[config.mk]
export PLATFORM = sky130hd
export DESIGN_NAME = excess3_to_bin_flat
export DESIGN_NICKNAME = d
export VERILOG_FILES = /design/src/rtl/excess3_to_bin_pkg.sv /design/src/rtl/excess3_to_bin_if.sv /design/src/rtl/excess3_to_bin_digit_dec.sv /design/src/rtl/excess3_to_bin.sv /design/src/flat_wrapper.sv
export SDC_FILE = /design/constraint.sdc
export NUM_CORES = 1
export LEC_CHECK = 0
export BUFFER_PORTS_ARGS = -buffer_cell sky130_fd_sc_hd__buf_4
export CAP_MARGIN = 10
export CORE_ASPECT_RATIO = 1.5
export CORE_MARGIN = 2
export CORE_UTILIZATION = 61
export CTS_BUF_LIST = sky130_fd_sc_hd__clkbuf_16
export DETAILED_ROUTE_END_ITERATION = 6
export PLACE_DENSITY_LB_ADDON = 0.25
export SETUP_SLACK_MARGIN = 0.15
export SYNTH_ARGS = -nofsm -noshare
export SYNTH_HDL_FRONTEND = slang
export SYNTH_SLANG_ARGS = --single-unit
[constraint.sdc]
create_clock -name clk -period 8.07 [get_ports clk]
set_clock_uncertainty 0.15 [all_clocks]
set_input_delay 0.807 -clock clk [delete_from_list [all_inputs] [get_ports clk]]
set_output_delay 0.807 -clock clk [all_outputs]
set_load 0.01 [all_outputs]
[src/rtl/excess3_to_bin_pkg.sv]
// Shared constants and types for the serial excess-3 decoder.
package excess3_pkg;

    // Excess-3 bias and the legal code window (decimal 0..9 after de-biasing)
    localparam logic [3:0] XS3_BIAS = 4'd3;
    localparam logic [3:0] XS3_MIN  = 4'b0011;
    localparam logic [3:0] XS3_MAX  = 4'b1100;

    typedef logic [3:0] bcd_digit_t;

    typedef enum logic {
        COLLECT = 1'b0,
        HOLD    = 1'b1
    } state_e;

    // True when an excess-3 code maps onto a decimal digit
    function automatic logic xs3_code_ok(input logic [3:0] code);
        return (code >= XS3_MIN) && (code <= XS3_MAX);
    endfunction

endpackage

[src/rtl/excess3_to_bin_if.sv]
// Digit-in / word-out handshake bundle for the excess-3 decoder.
interface excess3_to_bin_if
    import excess3_pkg::*;
#(
    parameter int DIGITS = 4,
    parameter int OUT_W  = 14
);
    logic                  in_valid;
    logic                  in_ready;
    bcd_digit_t            in_digit;
    logic                  out_valid;
    logic                  out_ready;
    logic [OUT_W-1:0]      out_bin;
    logic [4*DIGITS-1:0]   out_bcd;
    logic                  out_err;

    // Driver of digits and consumer of results
    modport master (
        output in_valid, in_digit, out_ready,
        input  in_ready, out_valid, out_bin, out_bcd, out_err
    );

    // The decoder itself
    modport slave (
        input  in_valid, in_digit, out_ready,
        output in_ready, out_valid, out_bin, out_bcd, out_err
    );
endinterface

[src/rtl/excess3_to_bin_digit_dec.sv]
// Single-digit excess-3 decode: strips the bias and flags illegal codes.
module excess3_digit_dec
    import excess3_pkg::*;
(
    input  logic [3:0] code,
    output bcd_digit_t digit,
    output logic       valid
);

    // Illegal codes decode to zero so they add nothing to the accumulator
    always_comb begin
        valid = xs3_code_ok(code);
        digit = valid ? bcd_digit_t'(code - XS3_BIAS) : bcd_digit_t'(0);
    end

endmodule

[src/rtl/excess3_to_bin.sv]
// Serial excess-3 word decoder: collects DIGITS codes MSD first, builds
// packed BCD and binary in parallel, and presents one registered result
// per word over a valid/ready handshake.
module excess3_to_bin
    import excess3_pkg::*;
#(
    parameter int DIGITS = 4,
    parameter int OUT_W  = 14
)(
    input  logic             clk,
    input  logic             rst,
    excess3_to_bin_if.slave  bus
);

    localparam int CNT_W = $clog2(DIGITS + 1);
    localparam int BCD_W = 4 * DIGITS;

    state_e            state;
    logic [CNT_W-1:0]  count;
    logic [OUT_W-1:0]  acc;
    logic [OUT_W-1:0]  acc_next;
    logic [BCD_W-1:0]  bcd;
    logic [BCD_W-1:0]  bcd_next;
    logic              err;
    logic              err_next;
    bcd_digit_t        dig;
    logic              dig_ok;
    logic              accept;
    logic              last;

    excess3_digit_dec u_dec (
        .code  (bus.in_digit),
        .digit (dig),
        .valid (dig_ok)
    );

    // Ready only while collecting; held low for the whole of reset
    assign bus.in_ready = (state == COLLECT) && !rst;
    assign accept       = bus.in_valid && bus.in_ready;
    assign last         = (count == CNT_W'(DIGITS - 1));

    // Next word state if the current digit is accepted (acc*10 + d)
    always_comb begin
        acc_next = (acc << 3) + (acc << 1) + OUT_W'(dig);
        bcd_next = (bcd << 4) | BCD_W'(dig);
        err_next = err | ~dig_ok;
    end

    // Collect/hold sequencer with registered result outputs
    always_ff @(posedge clk or posedge rst) begin
        if (rst) begin
            state         <= COLLECT;
            count         <= '0;
            acc           <= '0;
            bcd           <= '0;
            err           <= 1'b0;
            bus.out_valid <= 1'b0;
            bus.out_bin   <= '0;
            bus.out_bcd   <= '0;
            bus.out_err   <= 1'b0;
        end else begin
            case (state)
                COLLECT: begin
                    if (accept) begin
                        acc <= acc_next;
                        bcd <= bcd_next;
                        err <= err_next;
                        if (last) begin
                            // Word complete: publish, zeroing data when any code was bad
                            state         <= HOLD;
                            count         <= '0;
                            bus.out_valid <= 1'b1;
                            bus.out_err   <= err_next;
                            bus.out_bin   <= err_next ? '0 : acc_next;
                            bus.out_bcd   <= err_next ? '0 : bcd_next;
                        end else begin
                            count <= count + CNT_W'(1);
                        end
                    end
                end
                HOLD: begin
                    if (bus.out_ready) begin
                        state         <= COLLECT;
                        count         <= '0;
                        acc           <= '0;
                        bcd           <= '0;
                        err           <= 1'b0;
                        bus.out_valid <= 1'b0;
                        bus.out_bin   <= '0;
                        bus.out_bcd   <= '0;
                        bus.out_err   <= 1'b0;
                    end
                end
                default: state <= COLLECT;
            endcase
        end
    end

endmodule

[src/flat_wrapper.sv]
// flat-port wrapper written by rule: the top's interface ports become plain ports
module excess3_to_bin_flat import excess3_pkg::*;
#(
    parameter int DIGITS = 4,
    parameter int OUT_W  = 14
)
  (clk, rst, bus_in_valid, bus_in_digit, bus_out_ready, bus_in_ready, bus_out_valid, bus_out_bin, bus_out_bcd, bus_out_err);
  excess3_to_bin_if #(.DIGITS(DIGITS), .OUT_W(OUT_W)) bus_i ();
  input  logic clk;
  input  logic rst;
  input wire logic [$bits(bus_i.in_valid)-1:0] bus_in_valid;
  input wire logic [$bits(bus_i.in_digit)-1:0] bus_in_digit;
  input wire logic [$bits(bus_i.out_ready)-1:0] bus_out_ready;
  output wire logic [$bits(bus_i.in_ready)-1:0] bus_in_ready;
  output wire logic [$bits(bus_i.out_valid)-1:0] bus_out_valid;
  output wire logic [$bits(bus_i.out_bin)-1:0] bus_out_bin;
  output wire logic [$bits(bus_i.out_bcd)-1:0] bus_out_bcd;
  output wire logic [$bits(bus_i.out_err)-1:0] bus_out_err;
  assign bus_i.in_valid = bus_in_valid;
  assign bus_i.in_digit = bus_in_digit;
  assign bus_i.out_ready = bus_out_ready;
  assign bus_in_ready = bus_i.in_ready;
  assign bus_out_valid = bus_i.out_valid;
  assign bus_out_bin = bus_i.out_bin;
  assign bus_out_bcd = bus_i.out_bcd;
  assign bus_out_err = bus_i.out_err;
  excess3_to_bin #(.DIGITS(DIGITS), .OUT_W(OUT_W)) u_core (.clk(clk), .rst(rst), .bus(bus_i));
endmodule
==> Yosys cells after proc, flatten, opt, wreduce, memory -nomap -nowiden <==
Index checks and enable logic that the tools add are counted.
{ "classes": {"muxes": 32, "reduce_logical": 6, "order_cmp": 2, "n_eq_ne": 4, "addsub": 4, "bitwise": 4} }
{ "ops": {"columns": ["operator", "count"], "rows": [
  ["$mux 16", 4],
  ["$mux 14", 4],
  ["$pmux 16 s2", 1],
  ["$pmux 14 s2", 1],
  ["$pmux 13 s2", 1],
  ["$pmux 12 s2", 1],
  ["$or 16x4->16", 1],
  ["$add 14x14->14", 1],
  ["$add 14x4->14", 1],
  ["$mux 13", 1],
  ["$mux 12", 1],
  ["$mux 1", 9],
  ["$mux 3", 3],
  ["$pmux 1 s2", 4],
  ["$pmux 3 s2", 1],
  ["$ge 4x2->1 const B", 1],
  ["$le 4x4->1 const B", 1],
  ["$mux 4", 1],
  ["$ne 2x1->1 const B", 2],
  ["$sub 4x2->4 const B", 1],
  ["$add 3x1->3 const B", 1],
  ["$eq 3x2->1 const B", 1],
  ["$logic_and 1x1->1", 3],
  ["$reduce_and 3->1", 1],
  ["other kinds (5)", 6]
]} }
{ "totals": {"out_inout_bits": 33, "word_cells": 61, "register_bits": 62, "input_bits": 8} }

==> Logic depth before layout (Yosys ltp) <==
Gate-level depths: netlist of the first run.
{ "depth": {"depth_word": 8, "ltp_mapped": 12, "depth_no_buf": 12} }

==> Modules after synthesis <==
From an unflattened synthesis of the first run, not the netlist that was laid out.
{ "unflattened": {"cells_unflattened": 315, "hier_area_um2": 3129.3} }
{ "modules_own_cells": {"columns": ["mod", "n_inst", "cells_each", "seq_area_each_um2", "area_each_um2"], "rows": [
  ["excess3_to_bin", 1, 298, 1501.4, 3015.4],
  ["excess3_digit_dec", 1, 17, 0.0, 113.9]
]} }

==> Least setup slack after synthesis of the first run <==
No wires, ideal clock.
{ "synth_path": {"path_type": "in2reg", "startpoint": "input bus_in_digit[0]", "endpoint": "register u_core.bus.out_bin[12]", "t_required_ps": 7792, "arrival_time_ps": 3469, "stages": 11, "setup_slack_ps": 4322, "path_buffers": 0, "setup_ps": 128, "path_cell_list": "ha_1 -> or3_1 -> o21ai_2 -> nor2_1 -> fa_1 -> fa_1 -> a21o_1 -> a221oi_2 -> o221ai_1 -> xnor2_1 -> o21ai_0"} }
{ "synth_via": {"elab_chain_cells": 8, "elab_cells_between_ends": 12, "cone_classes": "2 x add/sub; 2 x order compare; 5 x mux; 2 x bitwise; 1 x reduce/logical"} }
{ "synth_rtl": {"columns": ["element", "line", "rtl"], "rows": [
  ["start, declared", "flat_wrapper.sv:12", "input wire logic [$bits(bus_i.in_digit)-1:0] bus_in_digit;"],
  ["$ge 4x2->1 / $le 4x4->1 (equally long branches)", "excess3_to_bin_pkg.sv:18", "return (code >= XS3_MIN) && (code <= XS3_MAX);"],
  ["$logic_and 1x1->1", "excess3_to_bin_pkg.sv:18", null],
  ["$mux 4 / $not 1->1 (equally long branches)", "excess3_to_bin_digit_dec.sv:13, excess3_to_bin.sv:46", null],
  ["$add 14x4->14 / $or 1x1->1 (equally long branches)", "excess3_to_bin.sv:44, excess3_to_bin.sv:46", null],
  ["$mux 14 (*)", "excess3_to_bin.sv:74", "bus.out_bin <= err_next ? '0 : acc_next;"],
  ["$mux 14 (*)", "excess3_to_bin.sv:68", "if (last) begin"],
  ["$mux 14 (*)", "excess3_to_bin.sv:64", "if (accept) begin"],
  ["$pmux 14 s2 (*)", "excess3_to_bin.sv:62", "case (state)"],
  ["end signal, assigned", "excess3_to_bin.sv:74", null],
  ["end, declared", "excess3_to_bin_if.sv:26", "output in_ready, out_valid, out_bin, out_bcd, out_err"]
]} }
Every way passes the cells marked *; elsewhere a longest branch is shown, timed or not. The select of a mux whose other input is x is not followed.
A chain may end at the register's enable or synchronous reset.

==> Final worst setup path of the first run <==
Ends and elaborated chain as after synthesis.

==> impl_metrics.ini, run 1 <==
[outcome]
status = complete, no violations

[global_route]
grt_pass1_wl_mm = 11.81
track_usage_pct = 29.60
grt_pass1_vias = 2395
grt_overflow = 0
antenna_found_initial = 0
grt_max_degree = 43

[timing]
slew_violations = 0
max_clock_freq_mhz = 261.7
post-route-min-period_ps = 3821
setup_viol = 0
setup_tns_ps = 0
max_slew_margin_pct = 21.01
finalWorstSetupSlack_ps = 4249
post-route-period-util_pct = 47.35
finalHoldViolations = 0
rsz0062_at_grt = no
worst_pin_slew_ps = 1185

[detailed_routing]
routed_wl_mm = 7.280
drt-vias-per-instance = 6.018
first_iter_violations = 142
vias = 2371
drc = 0
ant_nets = 0
firstDrtPassIters = 4
routedWlPerCell_um = 18.48

[floorplan]
pin_count = 41
core_area_um2 = 4771
initial_utilization_pct = 62.97
rows = 31
dieArea_um2 = 5514
die_h_um = 89.95
die_w_um = 61.30

[clock_tree]
clk_latency_ps = 330
cts_hold_buf = 0
cts_tree = yes
clk_pin_slew_ps = 50
postCtsSetupRepairBufs = 0
root_buffer = clkbuf_16
htreeDepth = 3
post_cts_resized = 0
cts_buffers = 9
clk_path_buf_depth = 2
cts.sinks = 60

[layout]
area_delta_synth_final_pct = 21.32
final_nets = 358
drive_above_1_share_pct = 20.43
fill_cells = 338
final_util_pct = 76.40
final_cell_area_um2 = 3645
antenna_cells = 0

[power_and_ir_drop]
p_sw_w = 0.0005567
seqPwrFrac_pct = 32.5
leakage_nw = 1.831
p_per_area_nw_per_um2 = 402.4
vdd_drop_max_mv = 0.2689
power_frac_comb_pct = 42.8
switching_share_pct = 37.96
total_power_w = 0.001467
clkPwrFrac_pct = 24.7
p_int_w = 0.0009099

[yosys]
synth-edff-count = 0
synth_nets = 317
ys_top_cells_by_area = dfrtp_1 (50%), ha_1 (10%), a22o_1 (7.9%), nand2_1 (5.6%), o21ai_0 (4.3%)
synthArstFlopShare_pct = 100.0
yosysMostFrequentCell = dfrtp_1
yosys.area.top_type = dfrtp_1
netlist_area_um2 = 3004
synth.top_cells.by_count = dfrtp_1 (60), nand2_1 (45), a22o_1 (27)
ys_warn_count = 0
yosysSeqAreaShare_pct = 49.98
synth_top_area_share_pct = 49.98
synthCells = 282
ys_types = 38
synth_seq_cells = 60
synthFlopType = dfrtp_1
avgSynthCellArea_um2 = 10.65

[setup_path]
r2r-start = u_core.bcd[0]
crit_arrival_ps = 3870
critPathMaxFanout = 8
start_kind = primary input
required_ps = 8120
critical_path.endpoint_type = flop
cp-startpoint = bus_in_digit[0]
path_class = in -> reg

[run]
cap_violations = 0

[place]
place_worst_setup_slack_ps = 3910
hpwl_mm = 4.977
gp_congestion = 0.9050
place_area_um2 = 3359
portBuffers = 40

[min_path]
min_path_type = in -> async
cell families after synthesis:
logic type | share of synthesized area (%)
adders and majority gates | 11.75
muxes | 0.3748
xor gates and xnor gates | 3.207
buffers and inverters | 2.708
and+or+nand+nor | 12.37
DFF | 49.98
AOI/OAI and AO/OA | 19.62
per-layer routing:
layer	global-route usage (%)	wire (um)	share of wire, %
met5	0	0	0
met4	12.50	238	3.3
met3	6.763	326	4.5
met2	49.38	3933	54
met1	35.11	2781	38
worst paths after layout:
check	to	slack, ps	cells after the start
max	u_core.bus.out_bin[12]	4250	12
min	u_core.bus.out_bcd[6]	340	2
max reg2reg	u_core.bus.out_bin[12]	5190	7
min reg2reg	u_core.bus.out_bin[9]	340	2
max in group asynchronous	u_core.acc[4]	6560	3
min in group clk	u_core.bus.out_bin[9]	340	2
power by group through the flow:
stage                     clock, W  sequential, W  combinational (W)
after floorplan                  0       0.000471           0.000428
after global placement           0       0.000474           0.000600
after detailed placement         0       0.000476           0.000618
after CTS                 0.000366       0.000474           0.000629
after global routing      0.000383       0.000486           0.000701
final                     0.000362       0.000476           0.000628
state kept, by name (all words and copies together), names as in the netlist:
signal and flops:
u_core.bus.out_err 1, u_core.state 1, u_core.count 3, u_core.bus.out_valid 1, u_core.bcd 12, u_core.err 1, u_core.acc 12, u_core.bus.out_bcd 16
u_core.bus.out_bin 13
area by class of cell:
cell class | instances | area (um2) | area share (%)
clock buffer | 9 | 225.2 | 6.179
inverter | 7 | 26.28 | 0.7209
multi-input combinational | 202 | 1426 | 39.13
tap | 66 | 82.58 | 2.266
timing repair buffer | 43 | 322.8 | 8.857
clock inverter | 7 | 60.06 | 1.648
sequential | 60 | 1501 | 41.19
stage by stage:
stage               instances  hold slack [ps]
floorplan                 282            303.8
global placement          378            313.4
detailed placement        378            321.6
CTS                       394            336.7
global route              394            365.5
finish                    394            341.2
cells in the final DEF, fill, tap and decap left out, types with 2 or more instances in the layout:
| master | instances |
|---|---|
| clkinv_2 | 3 |
| a211o_1 | 2 |
| a21o_1 | 4 |
| nor2_1 | 9 |
| clkbuf_16 | 9 |
| o21ai_0 | 26 |
| o41ai_1 | 2 |
| xnor2_1 | 9 |
| and2_1 | 2 |
| nand3_1 | 7 |
| a22o_1 | 27 |
| buf_4 | 43 |
| fa_1 | 2 |
| inv_1 | 8 |
| ha_1 | 25 |
| a21oi_1 | 10 |
| dfrtp_1 | 60 |
| and3_1 | 3 |
| or3_1 | 4 |
| a32o_1 | 2 |
| nand2_1 | 45 |
| nor3_1 | 2 |
| xor2_1 | 2 |
| nand4_1 | 4 |
critical path, cell delays in order:
cell	delay, ps
buf_4	130
ha_1	210
or3_1	350
o21ai_2	160
nor2_1	150
fa_1	500
fa_1	480
a21o_1	220
a221oi_2	340
o221ai_1	200
xnor2_1	200
o21ai_0	120
Note: power is estimated with default switching activity, not from simulation.
==> inputs of run 2 (changes only) <==
CORE_UTILIZATION = 52   (was 61)
clock period = 3.5 ns   (was 8.07 ns; I/O delays follow)
==> run 2 against run 1 <==
Critical path type unchanged. Sequential power grew 130%. Highest routed layer unchanged. Worst hold slack lost 260 ps. Core utilization shrank 8.6 points. Combinational power grew 140%.
==> impl_metrics.ini, run 2 (synthesis gave the netlist of run 1 again) <==
[power_and_ir_drop]
p_per_area_nw_per_um2 = 914.6
leakage_nw = 1.872
total_power_w = 0.003433
vdd_drop_max_mv = 0.5471

[global_route]
grt_pass1_wl_mm = 12.12
track_usage_pct = 25.28
grt_overflow = 0
antenna_found_initial = 0
grt_max_degree = 35
grt_pass1_vias = 2492

[timing]
max_clock_freq_mhz = 312.2
setup_viol = 0
max_slew_margin_pct = 47.21
post-route-period-util_pct = 91.53
hold_ws_ps = 83.56
worst_pin_slew_ps = 784.6
rsz0062_at_grt = no
slew_violations = 0
post-route-min-period_ps = 3203
finalHoldViolations = 0

[layout]
reg_top3 = u_core.bus.out_bcd: 16 flops, u_core.bus.out_bin: 13 flops
final_common_cell = dfrtp_1
antenna_cells = 0
regMostFlops = u_core.bus.out_bcd
final_nets = 369
fill_cells = 421
drive_above_1_share_pct = 23.30
largest_register_ffs = 16
area_delta_synth_final_pct = 24.95
final_cell_mix = dfrtp_1 (60), buf_4 (53), nand2_1 (45)

[min_path]
min_path_type = in -> reg

[detailed_routing]
routed_wl_mm = 7.234
vias = 2390
drt-vias-per-instance = 5.844
routedWlPerCell_um = 17.69
first_iter_violations = 154
firstDrtPassIters = 4
ant_nets = 0
drc = 0

[floorplan]
rows = 33
die_h_um = 97.09
die_w_um = 66.06
core_area_um2 = 5533
pin_count = 41
dieArea_um2 = 6414
initial_utilization_pct = 54.30

[setup_path]
critPathMaxFanout = 4
start_kind = primary input
required_ps = 3530
crit_arrival_ps = 3240
path_class = in -> reg
critical_path.endpoint_type = flop

[place]
gp_congestion = 0.8855
hpwl_mm = 5.131
portBuffers = 40

[clock_tree]
clk_latency_ps = 330
clk_pin_slew_ps = 50
htreeDepth = 3
root_buffer = clkbuf_16
cts_buffers = 9
cts.sinks = 60
cts_tree = yes
clk_path_buf_depth = 2

[outcome]
status = complete, no violations

[run]
cap_violations = 0
[run 2: repair_timing]
action | CTS | global route
hold buffers | 1 | 0
setup endpoints to repair | 0 | 2
hold endpoints to repair | 26 | 0
resized for setup | 0 | 2
buffers inserted | 0 | 0
[run 2: final cells by class]
type | count | area, um2 | area share (%)
inverters | 7 | 26.28 | 0.7000
clock inverters | 7 | 67.56 | 1.800
well taps | 70 | 87.58 | 2.333
multi-input cells | 202 | 1438 | 38.30
repair buffers | 54 | 407.9 | 10.87
clock buffers | 9 | 225.2 | 6.000
flip-flops and latches | 60 | 1501 | 40.00
[run 2: per-stage QoR]
| stage | util, % | setup TNS (ps) | setup slack [ps] | cell area (um2) | instances |
|---|---|---|---|---|---|
| floorplan | - | 0 | 209.4 | 3004 | 282 |
| global placement | 62.17 | 0 | 6.170 | 3440 | 392 |
| detailed placement | 62.17 | -196.7 | -67.21 | 3440 | 392 |
| CTS | 67.64 | 0 | 266.7 | 3742 | 409 |
| global route | 67.84 | 0 | 170.8 | 3754 | 409 |
| finish | 67.84 | 0 | 296.5 | 3754 | 409 |
[run 2: routing by layer]
metal	wire, um	GRT usage [%]
met2	3953	42.58
met5	0	0
met1	2721	29.12
met3	267	4.751
met4	292	14.76
[run 2: critical path, stage by stage]
cell and delay [ps]:
buf_4 110, ha_1 200, or3_1 340, o21ai_2 110, nor2_1 100, fa_1 500, fa_1 470, a21o_1 230
a221oi_4 310, o21ai_1 130, xnor2_1 250, o21ai_0 130
[run 2: path summary, 6_finish.rpt]
| check | start | to | slack (ps) | depth (start not counted) |
|---|---|---|---|---|
| max | bus_in_digit[0] | u_core.acc[10] | 300 | 12 |
| min | bus_out_ready | u_core.err | 80 | 2 |
| max reg2reg | u_core.bcd[0] | u_core.acc[10] | 660 | 7 |
| min reg2reg | u_core.bus.out_bin[4] | u_core.bus.out_bin[4] | 340 | 2 |
| max in group asynchronous | rst | u_core.bus.out_bcd[11] | 1850 | 4 |
| min in group asynchronous | rst | u_core.bus.out_bin[11] | 530 | 3 |
[run 2: power breakdown]
| part | switching (W) | total [W] | internal, W |
|---|---|---|---|
| clock | 0.000312 | 0.000858 | 0.000546 |
| sequential | 0.000183 | 0.00109 | 0.000910 |
| combinational | 0.000807 | 0.00148 | 0.000675 |
| total | 0.00130 | 0.00343 | 0.00213 |
